[config.mk]
export PLATFORM = sky130hd
export DESIGN_NAME = store_lane_queue
export DESIGN_NICKNAME = d
export VERILOG_FILES = /design/src/rtl/store_lane_queue.sv
export SDC_FILE = /design/constraint.sdc
export NUM_CORES = 1
export LEC_CHECK = 0
export ABC_CLOCK_PERIOD_IN_PS = 6300
export CORE_ASPECT_RATIO = 0.5
export CORE_MARGIN = 2
export CORE_UTILIZATION = 35
export CTS_BUF_LIST = sky130_fd_sc_hd__clkbuf_8
export DETAILED_ROUTE_END_ITERATION = 10
export GPL_ROUTABILITY_DRIVEN = 0
export GPL_TIMING_DRIVEN = 1
export SKIP_CTS_REPAIR_TIMING = 1
export SYNTH_ARGS = -nofsm -noshare
export SYNTH_HDL_FRONTEND = slang
export SYNTH_SLANG_ARGS = --single-unit
[constraint.sdc]
create_clock -name clk -period 6.3 [get_ports clk]
set_input_delay 1.26 -clock clk [delete_from_list [all_inputs] [get_ports clk]]
set_output_delay 1.26 -clock clk [all_outputs]
set_load 0.05 [all_outputs]
[src/rtl/store_lane_queue.sv]
// Store-path queue: accepts sized stores, queues them, and emits big-endian
// lane-aligned memory beats, splitting or rejecting misaligned stores.
module store_lane_queue #(
  parameter int DATA_W           = 32,
  parameter int ADDR_W           = 32,
  parameter int DEPTH            = 2,
  parameter int SPLIT_MISALIGNED = 1
) (
  input  logic                clk,
  input  logic                rst,
  input  logic                req_valid,
  output logic                req_ready,
  input  logic [1:0]          req_size,
  input  logic [ADDR_W-1:0]   req_addr,
  input  logic [DATA_W-1:0]   req_data,
  output logic                mem_valid,
  input  logic                mem_ready,
  output logic [ADDR_W-1:0]   mem_addr,
  output logic [DATA_W-1:0]   mem_wdata,
  output logic [DATA_W/8-1:0] mem_we,
  output logic                req_err
);

  localparam int NB    = DATA_W / 8;
  localparam int OFF_W = $clog2(NB);
  localparam int PTR_W = $clog2(DEPTH);
  localparam int CNT_W = $clog2(DEPTH + 1);

  typedef enum logic {FIRST, SECOND} state_t;

  // Queue storage: the raw request is kept; lanes are derived from the head.
  logic [ADDR_W-1:0] addr_q [DEPTH];
  logic [1:0]        size_q [DEPTH];
  logic [DATA_W-1:0] data_q [DEPTH];

  logic [PTR_W-1:0] wr_ptr, rd_ptr;
  logic [CNT_W-1:0] count;
  state_t           state, state_next;

  logic [3:0] req_n;
  logic       req_illegal, req_misaligned, req_accept, req_bad, push, pop;

  logic [ADDR_W-1:0]   head_addr, base_addr;
  logic [1:0]          head_size;
  logic [DATA_W-1:0]   head_data, data_mask;
  logic [OFF_W-1:0]    head_off;
  logic [3:0]          head_n;
  logic [2*DATA_W-1:0] lane_data;
  logic [2*NB-1:0]     lane_we;
  logic                has_beat2;
  int                  shift_bytes;

  assign req_ready  = (count < CNT_W'(DEPTH));
  assign mem_valid  = (count != '0);
  assign req_accept = req_valid && req_ready;

  // Classify the incoming request: illegal size, misalignment, enqueue decision.
  always_comb begin
    // NOTE: every combinational output gets a default first so no path leaves it unassigned and infers a latch.
    req_n          = 4'(1) << req_size;
    req_illegal    = int'(req_n) > NB;
    req_misaligned = (4'(req_addr[OFF_W-1:0]) & (req_n - 4'd1)) != 4'd0;
    req_bad        = req_illegal || (req_misaligned && SPLIT_MISALIGNED == 0);
    push           = req_accept && !req_bad;
  end

  assign head_addr = addr_q[rd_ptr];
  assign head_size = size_q[rd_ptr];
  assign head_data = data_q[rd_ptr];
  assign head_off  = head_addr[OFF_W-1:0];
  assign base_addr = {head_addr[ADDR_W-1:OFF_W], {OFF_W{1'b0}}};

  // Place the head store into a two-beat big-endian lane vector.
  always_comb begin
    head_n      = 4'(1) << head_size;
    data_mask   = '0;
    lane_we     = '0;
    for (int i = 0; i < NB; i++) begin
      if (i < int'(head_n)) begin
        data_mask[i*8 +: 8] = 8'hFF;
        lane_we[i]          = 1'b1;
      end
    end
    shift_bytes = 2 * NB - int'(head_off) - int'(head_n);
    lane_data   = '0;
    lane_data[DATA_W-1:0] = head_data & data_mask;
    lane_data   = lane_data << (8 * shift_bytes);
    lane_we     = lane_we << shift_bytes;
    has_beat2   = (int'(head_off) + int'(head_n)) > NB;
  end

  // Beat sequencing on the queue head and memory-side outputs.
  always_comb begin
    state_next = state;
    pop        = 1'b0;
    mem_addr   = '0;
    mem_wdata  = '0;
    mem_we     = '0;
    if (mem_valid) begin
      case (state)
        FIRST: begin
          mem_addr  = base_addr;
          mem_wdata = lane_data[2*DATA_W-1:DATA_W];
          mem_we    = lane_we[2*NB-1:NB];
          if (mem_ready) begin
            if (has_beat2) state_next = SECOND;
            else           pop        = 1'b1;
          end
        end
        SECOND: begin
          mem_addr  = base_addr + ADDR_W'(NB);
          mem_wdata = lane_data[DATA_W-1:0];
          mem_we    = lane_we[NB-1:0];
          if (mem_ready) begin
            pop        = 1'b1;
            state_next = FIRST;
          end
        end
        default: state_next = FIRST;
      endcase
    end
  end

  // FSM state, pointers, occupancy and the registered error pulse.
  always_ff @(posedge clk or posedge rst) begin
    // NOTE: sequential state uses non-blocking assignments so every register samples pre-edge values.
    if (rst) begin
      state   <= FIRST;
      wr_ptr  <= '0;
      rd_ptr  <= '0;
      count   <= '0;
      req_err <= 1'b0;
    end else begin
      state   <= state_next;
      req_err <= req_accept && req_bad;
      if (push) wr_ptr <= wr_ptr + PTR_W'(1);
      if (pop)  rd_ptr <= rd_ptr + PTR_W'(1);
      case ({push, pop})
        2'b10:   count <= count + CNT_W'(1);
        2'b01:   count <= count - CNT_W'(1);
        default: count <= count;
      endcase
    end
  end

  // Queue payload write.
  always_ff @(posedge clk) begin
    // NOTE: payload storage is not reset; empty entries are never presented because outputs are gated by count.
    if (push) begin
      addr_q[wr_ptr] <= req_addr;
      size_q[wr_ptr] <= req_size;
      data_q[wr_ptr] <= req_data;
    end
  end

endmodule

# Yosys cells after proc, flatten, opt, wreduce, memory -nomap -nowiden
# Memory sizes are Yosys's and may differ from the RTL's.
# Index checks and enable logic that the tools add are counted.
# classes
addsub	8
n_mul	0
div_mod_pow	0
n_lt_le_gt_ge	7
eq_ne	2
shifts	4
mux	26
n_bitwise	2
n_reduce_logical	6
# ops
op	n
$pmux W32 S2	2
$mux W32	2
$shl A32 B32 Y64	1
$add A32 B3 Y32 const B	1
$and A32 B32 Y32	1
$mux W8	4
$shl A4 B32 Y8	1
$mux W1	13
$lt A1 B4 Y1 const A	2
$lt A2 B4 Y1 const A	2
$pmux W4 S2	1
$shl A1 B2 Y4 const A	2
$sub A5 B5 Y6	1
$add A2 B4 Y5	1
$gt A5 B3 Y1 const B	1
$sub A4 B2 Y5 const A	1
$gt A4 B3 Y1 const B	1
$mux W4	1
$pmux W1 S2	2
$pmux W2 S2	1
$reduce_bool A2 Y1	2
$logic_and A1 B1 Y1	3
$add A1 B1 Y1 const B	2
$add A2 B1 Y2 const B	1
6 further kinds	6
# word_totals
reg_bits	6
latch_bits	0
ram_bits	132
mem_bits_ro	0
input_bits	70
out_inout_bits	71
wordCells	63
mem_count	3
# memory_table
name	words	word_bits	rd	rd_ports_with_merged_regs	wr	line	source
addr_q	2	32	1	0	1	32	logic [ADDR_W-1:0] addr_q [DEPTH];
data_q	2	32	1	0	1	34	logic [DATA_W-1:0] data_q [DEPTH];
size_q	2	2	1	0	1	33	logic [1:0] size_q [DEPTH];

# Depth between registers and ports, before layout
# An unclocked memory read counts as a cell.
# depth
depth_word	10
mapped_depth	19
ltp_nobuf	14

# Least setup slack after synthesis
# OpenSTA, ideal clock, no wires.
# synth_path
path_kind	flip-flop to output port
startpoint	register rd_ptr
endpoint	output mem_we[3]
t_arrival_ns	5.734
required_time_ns	5.040
path_slack_ns	-0.694
stages_incl_launch_ff	17
path_buffers	6
cell_sequence	dfrtp_1 -> buf_6 -> buf_8 -> buf_2 -> buf_1 -> buf_2 -> buf_2 -> mux2i_1 -> ha_1 -> inv_1 -> ha_1 -> nand2_1 -> nor3_1 -> a31oi_1 -> and4_1 -> o221ai_2 -> a2111oi_0
# synth_via
elab_chain_cells	7
elab_cells_between_ends	16
classes_between	add/sub (2); order compare (4); shift (2); mux (6); memory (2)
# synth_lines
element	line	source
start: declaration	36	logic [PTR_W-1:0] wr_ptr, rd_ptr;
start signal: assignment	137	if (pop) rd_ptr <= rd_ptr + PTR_W'(1);
branches (longest 4 deep; another with $mem_v2 Z2 W32)	n/a	
$shl A4 B32 Y8 (*)	88	lane_we = lane_we << shift_bytes;
$pmux W4 S2 (*)	100	case (state)
$mux W4 (*)	99	if (mem_valid) begin
end: declaration	20	output logic [DATA_W/8-1:0] mem_we,
# Every way passes the cells marked *.

# Final worst setup path
# layout_path
startpoint	register rd_ptr
endpoint	output mem_we[1]
# Same word-level chain as after synthesis.

==> results.yml <==
status:
  status: "completed"
clock_tree:
  cts_made_buffers: 17
  worst_setup_hold_path_clk_slew_ns: 0.08
  numClockSinks: 138
  clkLatencyLatePin_ns: 0.43
  tritoncts: "done"
  cts_max_level: 4
  cts_root_buffer: "clkbuf_8"
  cts.path.max_buffers: 2
detailed_routing:
  drt-initial-drc-count: 429
  num_vias: 5527
  detail_route.first_pass.iterations: 5
  detail-route-antenna-nets: 0
  wirelength_um: 19800
  routed_via_density: 5.31
  dr_drc_count: 0
  wl_per_cell_um: 19.1
setup_path:
  path_class: "reg2out"
  regToRegStartpoint: "rd_ptr"
  ff2ff_path_depth: 12
  crit_path_start_kind: "flop"
  timing.critical_path.required_ns: 5.04
  cp-end-kind: "output pin"
  regToRegSetupSlack_ns: 2.83
  worstPathMaxFanout: 37
  timing.critical_path.arrival_ns: 4.77
  crit-reg2reg-capture: "count[1]"
global_routing:
  antenna_found_initial: 0
  grt_max_degree: 55
  grtUsageTotal: 0.178
  grt_pass1_vias: 5540
  overflow: 0
  grt_pass1_wl_um: 30500
min_path:
  worstHoldPathCells: 1
  timing.hold.worst_endpoint: "req_err"
  hold_start: "count[1]"
  timing.hold.worst.class: "reg2reg"
sta:
  finalClockSkew_ns: 0.0110
  rsz0062_at_grt: "false"
  slew_headroom: 0.303
  hold-worst-slack_ns: 0.494
  timing.fmax_ghz: 0.166
  worst_slew_pin_slew_ns: 1.04
  final-max-slew-violation-count: 0
  final_period_minus_worst_setup_slack_ns: 6.03
  post-route-period-util: 0.956
  finalSetupViolCount: 0
  hold_violations: 0
  tns_ns: 0
synth:
  yosys-top-cells-area: "edfxtp_1 (53%), mux2i_1 (7.3%), a22oi_1 (3.2%), nor2_1 (3.1%), mux2_2 (2.7%)"
  synth_sequential_area_ratio: 0.554
  ys.warnings.count: 0
  asr_flop_ratio_synth: 0.0435
  yosys.cell_types.count: 65
  cell_area_after_technology_mapping_sq_um: 7430
  ff_latch_count_synth: 138
  ys_dominant_reg_cell: "edfxtp_1"
  syn-instance-count: 619
  synth_largest_area_cell: "edfxtp_1"
  average_instance_area_after_synthesis_sq_um: 12.0
  synth_top_cell_area_share: 0.533
  synth_enable_flop_cells: 132
finish:
  multiInputGateArea_sq_um: 3110
  num-fill-cells: 1874
  syn_to_final_growth_pct: 30.9
  nNetsFinal: 834
  mostFrequentLayoutCells: "edfxtp_1 (132), clkdlybuf4s50_1 (107), nor2_1 (58), mux2i_1 (54), a22oi_1 (32)"
  antenna_cells: 0
  layout-drive-gt1-share: 0.152
  leading_cell_type_in_the_layout_fill_and_taps_excluded: "edfxtp_1"
  layoutNonFillerInstCount: 1041
  seqCellArea_sq_um: 4120
power:
  post-layout-total-power_w: 0.00573
  vdd_ir_drop_max_uv: 323
  power_per_cell_area_nw_per_um2: 589
  p_leak_nw: 3.44
floorplan:
  design.die.area_sq_um: 22500
  initial_util: 0.359
  coreArea_sq_um: 20700
  floorplan.die.height_um: 107
  rows: 37
  io-pin-count: 141
  die_x_um: 210
placed_design:
  port_buffers: 138
  numPlacedInstances: 1009
  place_hpwl_um: 14100
run:
  max-cap-violations: 0
[power breakdown]
part           leakage, nW  switching [W]  internal (W)  total (W)
logic                 1.99        0.00243       0.00135    0.00378
clock network        0.182       0.000392      0.000289   0.000681
registers             1.28       0.000114       0.00116    0.00127
[per-layer routing]
layer	track usage	vias up	share of wire	wire length (um)
met5	0	-	0	0
met4	0.0562	0	0.017	346
met3	0.0299	26	0.040	785
met2	0.300	163	0.49	9700
met1	0.236	2698	0.45	9010
li1	-	2640	-	-
[through the flow]
step	instance area [sq um]	util	setup WS [ns]
after CTS	9720	0.470	0.233
after floorplan	7440	-	-0.172
after detailed placement	9360	0.452	0.719
after global routing	9730	0.470	0.00449
final	9730	0.470	0.275
after global placement	9360	0.452	0.842
[flip-flops by register name (all words and copies together) (netlist names)]
register / count
addr_q: 64
count: 2
req_err: 1
state: 1
rd_ptr: 1
data_q: 64
size_q: 4
wr_ptr: 1
[Yosys cell counts, drive strengths merged, types with 5 or more instances]
master     n
edfxtp   132
nor2      62
mux2i     54
a22oi     32
a21oi     31
nand2     31
nor3      23
clkbuf    22
xor2      19
mux2      18
nand3     16
xnor2     16
buf       14
inv       14
nor4      12
nand3b    10
ha         9
o2bb2ai    9
a221oi     8
o31ai      8
dfrtp      6
nor2b      6
nor3b      5
o21ai      5
[layout make-up]
| cell class | instances | area share |
|---|---|---|
| Clock inverter | 15 | 0.0134 |
| Sequential cell | 138 | 0.423 |
| Inverter | 15 | 0.00579 |
| Timing Repair Buffer | 152 | 0.179 |
| Multi-Input combinational cell | 431 | 0.320 |
| Tap cell | 273 | 0.0351 |
| Clock buffer | 17 | 0.0241 |
[critical path, cell delays in order (launching register included)]
cell             delay (ns)
dfrtp_4                0.76
mux2i_1                0.42
ha_1                   0.28
inv_1                  0.06
ha_1                   0.38
nand2_1                0.13
nor3_1                 0.06
a31oi_1                0.30
a31oi_1                0.18
o21ai_1                0.84
nor3b_1                0.17
clkdlybuf4s50_1        0.76
[logic make-up (layout without fill, tap and decap cells)]
family | Yosys count | in the layout | synth area share
AND/OR/NAND/NOR | 188 | 188 | 0.132
flip-flops | 138 | 138 | 0.554
AO/OA/AOI/OAI | 123 | 123 | 0.121
multiplexers | 73 | 73 | 0.103
buffers and inverters | 51 | 199 | 0.0310
XOR/XNOR | 36 | 36 | 0.0443
adder cells (fa/ha/maj) | 9 | 9 | 0.0152
other | 1 | 2 | 0.000505
[how the worst max path moves through the flow]
stage / from / end / slack, ns / cells past startpoint
floorplan: rd_ptr / mem_wdata[0] / -0.17 / 16
global placement: rd_ptr / mem_addr[21] / 0.84 / 7
detailed placement: rd_ptr / mem_addr[21] / 0.72 / 7
CTS: rd_ptr / mem_addr[21] / 0.23 / 7
global route: rd_ptr / mem_wdata[4] / 0.004 / 11
finish: rd_ptr / mem_we[1] / 0.27 / 11
(Power assumes the default switching activity.)
